**config.mk**
```make
export PLATFORM = sky130hd
export DESIGN_NAME = user_module_phase_step_decoder
export DESIGN_NICKNAME = d
export VERILOG_FILES = /design/src/rtl/user_module_phase_step_decoder.sv
export SDC_FILE = /design/constraint.sdc
export NUM_CORES = 1
export LEC_CHECK = 0
export ABC_AREA = 1
export ABC_CLOCK_PERIOD_IN_PS = 3850
export BUFFER_PORTS_ARGS = -buffer_cell sky130_fd_sc_hd__buf_2
export CAP_MARGIN = 5
export CELL_PAD_IN_SITES_DETAIL_PLACEMENT = 1
export CELL_PAD_IN_SITES_GLOBAL_PLACEMENT = 1
export CORE_ASPECT_RATIO = 0.8
export CORE_MARGIN = 4
export CORE_UTILIZATION = 43
export DETAILED_ROUTE_END_ITERATION = 7
export PLACE_DENSITY = 0.87
export SYNTH_ARGS = -nofsm -noshare
export SYNTH_HDL_FRONTEND = slang
export SYNTH_SLANG_ARGS = --single-unit
```
**constraint.sdc**
```tcl
create_clock -name io_in -period 3.85 [get_ports io_in]
set_input_delay 0.1925 -clock io_in [delete_from_list [all_inputs] [get_ports io_in]]
set_output_delay 0.1925 -clock io_in [all_outputs]
set_load 0.02 [all_outputs]
```
**src/rtl/user_module_phase_step_decoder.sv**
```systemverilog
// Receive-side decoder for four active-low one-hot phase lines: synchronise, glitch-filter,
// recover step direction, keep a wrapping 4-bit position and flag illegal two-phase jumps.
module user_module_phase_step_decoder #(
  parameter int SYNC_STAGES = 2,
  parameter int FILTER      = 2
) (
  input  logic [7:0] io_in,
  output logic [7:0] io_out
);

  logic       clk;
  logic       rst_n;
  logic [3:0] ph_n;
  logic       clr_cnt;
  logic       clr_err;

  assign clk     = io_in[0];
  assign rst_n   = io_in[1];
  assign ph_n    = io_in[5:2];
  assign clr_cnt = io_in[6];
  assign clr_err = io_in[7];

  logic [3:0] sync_q [SYNC_STAGES];
  logic [3:0] s;

  always_ff @(posedge clk) begin
    if (!rst_n) begin
      for (int i = 0; i < SYNC_STAGES; i++) sync_q[i] <= 4'b1111;
    end else begin
      sync_q[0] <= ph_n;
      for (int i = 1; i < SYNC_STAGES; i++) sync_q[i] <= sync_q[i-1];
    end
  end

  assign s = sync_q[SYNC_STAGES-1];

  // A code counts as stable once the previous FILTER-1 synchronised samples all agree with it.
  logic stable;

  generate
    if (FILTER > 1) begin : g_hist
      logic [3:0] hist_q [FILTER-1];

      always_ff @(posedge clk) begin
        if (!rst_n) begin
          for (int i = 0; i < FILTER - 1; i++) hist_q[i] <= 4'b1111;
        end else begin
          hist_q[0] <= s;
          for (int i = 1; i < FILTER - 1; i++) hist_q[i] <= hist_q[i-1];
        end
      end

      always_comb begin
        stable = 1'b1;
        for (int i = 0; i < FILTER - 1; i++) begin
          if (hist_q[i] != s) stable = 1'b0;
        end
      end
    end else begin : g_nohist
      assign stable = 1'b1;
    end
  endgenerate

  logic       valid;
  logic [1:0] n;

  always_comb begin
    valid = 1'b0;
    n     = 2'd0;
    case (s)
      4'b1110: begin valid = 1'b1; n = 2'd0; end
      4'b1101: begin valid = 1'b1; n = 2'd1; end
      4'b1011: begin valid = 1'b1; n = 2'd2; end
      4'b0111: begin valid = 1'b1; n = 2'd3; end
      default: begin valid = 1'b0; n = 2'd0; end
    endcase
  end

  logic [3:0] pos_q;
  logic       dir_q;
  logic       step_q;
  logic       err_q;
  logic       lock_q;
  logic [1:0] a_q;

  logic       accept;
  logic [1:0] diff;
  logic       fwd;
  logic       bwd;
  logic       jump;

  // Modulo-4 distance from the last accepted phase decides forward, backward or illegal jump.
  assign accept = valid & stable;
  assign diff   = n - a_q;
  assign fwd    = accept & lock_q & (diff == 2'd1);
  assign bwd    = accept & lock_q & (diff == 2'd3);
  assign jump   = accept & lock_q & (diff == 2'd2);

  always_ff @(posedge clk) begin
    if (!rst_n) begin
      pos_q  <= 4'd0;
      dir_q  <= 1'b0;
      step_q <= 1'b0;
      err_q  <= 1'b0;
      lock_q <= 1'b0;
      a_q    <= 2'd0;
    end else begin
      step_q <= fwd | bwd;

      if (accept) begin
        if (!lock_q) begin
          a_q    <= n;
          lock_q <= 1'b1;
        end else if (diff != 2'd0) begin
          a_q <= n;
        end
      end

      if (clr_cnt)  pos_q <= 4'd0;
      else if (fwd) pos_q <= pos_q + 4'd1;
      else if (bwd) pos_q <= pos_q - 4'd1;

      if (fwd)      dir_q <= 1'b1;
      else if (bwd) dir_q <= 1'b0;

      // A jump on the same edge as clr_err must still leave the error set.
      if (jump)         err_q <= 1'b1;
      else if (clr_err) err_q <= 1'b0;
    end
  end

  assign io_out = {lock_q, err_q, step_q, dir_q, pos_q};

endmodule

```
==> impl_results.md <==
- Status: complete, but fails checks
- Failing checks: hold timing
- Largest family of logic cells by synthesized area: simple AND/OR/NAND/NOR gates
- Max stage delay on crit path: between 0.3 and 0.4 ns
- Cell Area, Synth: about 0.0011 mm2
- Post-synthesis sequential area ratio: 0.414
- Inst Count DP: 166
- Total global routing overflow: 0
- FF-to-FF Start: sync_q[0][4]
- Layout cells sized above 1: 0.322
- Fin nets: between 150 and 200
- Clock transition at path regs: roughly 0.13 ns
- Worst hold margin: -0.225 ns
- Post-route non-filler standard cell count: 200
- CTS tree: yes
- R2r endpoint: pos_q[3]
- Wire per inst: between 15 and 20 um
- Bufs and invs on worst path: 4
- Die Width: approximately 64 um
- Multiplexer share of the synthesized area: 0
- Max IR drop VDD: 0.435 mV
- Synth unique cells: 24
- Routed WL: around 4000 um
- FF+latch count, synth: 22
- Final hold violations: 5
- Startpoint Class: flop
- Cells on Worst Hold Path: 1
- Synth Area in XOR/XNOR: 0.00824
- Worst R2R Setup Slack: between 0.5 and 0.6 ns
- Critical Path AT: about 3.6 ns
- Final setup viols: 0
- Post-route DRC: 0
- Hold buffer count at cts: 0
- Die area: about 0.0033 mm2
- Dpl hpwl: around 1900 um
- Slowest library cell on the worst path: dfxtp_1
- Worst Hold End: sync_q[0][2]
- Slew Limit Fails: 0
- Max Cap Violations: 0
- First-pass GRT wire length: just under 7000 um
- Clk sinks: 22
- Unrepaired setup endpoints after global routing: no
- Core area: ~0.0023 mm2
- Area leader, netlist: dfxtp_1
- Avg Inst Size Synth: about 7.7 um2
- Clk_skew: between 0.005 and 0.006 ns
- Remaining antenna violation count: 0
- Setup crit end kind: flop
- Hold Crit Class: clk -> reg
- Detailed-route via count: approximately 1200
- CP cell instances: nand2_1 > inv_2 > a31oi_1 > ha_1 > nand2_1 > nand2_1 > inv_1 > nand2_1 > nand2_2 > inv_2 > nand3_2 > ha_1 > nand2_1 > nor2_1 > nor2_1 > inv_1 > nand2_1 > nand2_1 > nor2_2 > nand2_1 > nand2_1 > nor2_1
- Post-route minimum period: about 3.3 ns
- # IOs: 16
- Syn. warnings: 0
- Adder-cell area share of the yosys netlist: 0.0541
- Pre-CTS setup slack: 0.875 ns
- Final core occ: 0.590
- Initial antenna violation count: 1
- Crit-path most repeated cell: nand2_1
- Row count: 15
- Fin Setup TNS: 0 ns
- IO Port Bufs: 8
- RD Place Congestion: about 0.83
- Worst Path Required: 4.08 ns
- PD cells: between 700 and 800 mW/mm2
- Die H: around 52 um
- Vias per cell: about 6
- Worst relative slew slack: 0.707
- Post-CTS setup buffers: 0
- Post-route clock period utilization: 0.868
- Area growth syn-to-layout: 24.9%
- Largest net degree at the start of global routing: 14
- P_leak: approximately 0.00056 uW
- Syn Inst Count: around 140
- Worst-path maximum fanout: 4
- Syn_nets: between 150 and 200
- Vias in the first global route: roughly 1600
- Worst setup slack after layout: 0.509 ns
- Post-Synth Simple-Gate Area: 0.348
- Post-synthesis compound-gate area fraction: 0.0659
- Total global-route track usage: 0.314
- Hold_sp: io_in[4]
- Slew @ Worst Pin: about 0.44 ns
- Worst Setup Path Type: reg -> reg
- Fmax: approximately 300 MHz
- Drt first pass iters: 7
- Clock insertion delay at the later pin of the skew report: roughly 0.32 ns
- Reg2Reg Depth: 22
- CP top delay family: simple AND/OR/NAND/NOR gates
- Yosys top cell area share: 0.414
- Initial Utilization: 0.472
- Total power: ~1000 uW
- Drt initial violations: 86
- Top post-synthesis cells by area: dfxtp_1 41%, nand2_1 12%, inv_1 5.3%
- Count of cells resized by post-cts repair: 0
-- routing by layer --
| layer | up-vias | track usage | routed length, um |
|---|---|---|---|
| met5 | - | 0.107 | 0 |
| met4 | 0 | 0.516 | 380 |
| met3 | 59 | 0.283 | 433 |
| met2 | 109 | 0.400 | 1810 |
| met1 | 527 | 0.208 | 1360 |
| li1 | 493 | - | - |
-- metrics by stage --
step | hold WS [ns] | instance area [um2]
after global routing | -0.250 | 1330
final | -0.225 | 1330
after global placement | 0.0823 | 1100
after detailed placement | 0.0823 | 1100
after CTS | -0.225 | 1330
after floorplan | 0.107 | 1060
-- power by group --
group	switching (uW)	total [uW]	internal (uW)	leakage (uW)
clock	381	793	411	0.000234
combinational	0	0.000135	0	0.000135
sequential	0	255	255	0.000189
total	381	1050	666	0.000559
-- worst max path at each step --
stage / start / to / slack (ns) / cells after the start
final: sync_q[0][4] / pos_q[3] / 0.51 / 22
after floorplan: io_in[1] / sync_q[0][0] / 1.29 / 4
after global placement: sync_q[0][7] / pos_q[3] / 1.14 / 23
after detailed placement: sync_q[0][6] / pos_q[3] / 0.88 / 23
after global routing: sync_q[0][6] / pos_q[3] / 0.34 / 23
after CTS: sync_q[0][4] / pos_q[3] / 0.60 / 22
-- area by class of cell --
cell class / count / area, um2
Inverter: 18 / 67.6
Clock buffer: 18 / 131
Timing Repair Buffer: 8 / 40.0
Clock inverter: 18 / 109
Sequential cell: 22 / 440
Multi-Input combinational cell: 90 / 507
Tap cell: 25 / 31.3
Antenna cell: 1 / 2.50
Fill cell: 283 / 923
-- layout by cell type, fill, tap and decap left out, types with 3 or more instances in the layout --
cell / count
ha_1: 3
a21oi_1: 7
nand3_1: 6
nor2_1: 10
buf_2: 8
inv_2: 6
or2_2: 8
inv_1: 27
nand3_2: 3
clkbuf_4: 17
nand2_2: 5
nor2_2: 3
nand2_1: 35
dfxtp_1: 22
-- state kept, by name (all words and copies together), names as in the netlist --
register / cells
pos_q: 4
step_q: 1
dir_q: 1
a_q: 2
g_hist.hist_q: 4
lock_q: 1
sync_q: 8
err_q: 1
-- logic make-up (layout without fill, tap and decap cells) --
family,count (synthesis),count (layout)
buf+inv,27,62
other cells,0,1
fa+ha+maj,4,4
flops,22,22
simple gates,74,74
xor+xnor,1,1
compound gates,11,11
-- cell usage after synthesis (all sizes together) --
cell type / number
buf: 4
xor2: 1
fa: 1
nor2: 13
o21a: 1
nor3: 1
nand2: 40
ha: 3
a31oi: 1
dfxtp: 22
clkbuf: 2
nand3: 10
inv: 21
a21oi: 8
or2: 8
o21ai: 1
nand4: 2
Power figures use the tool's default switching activity.
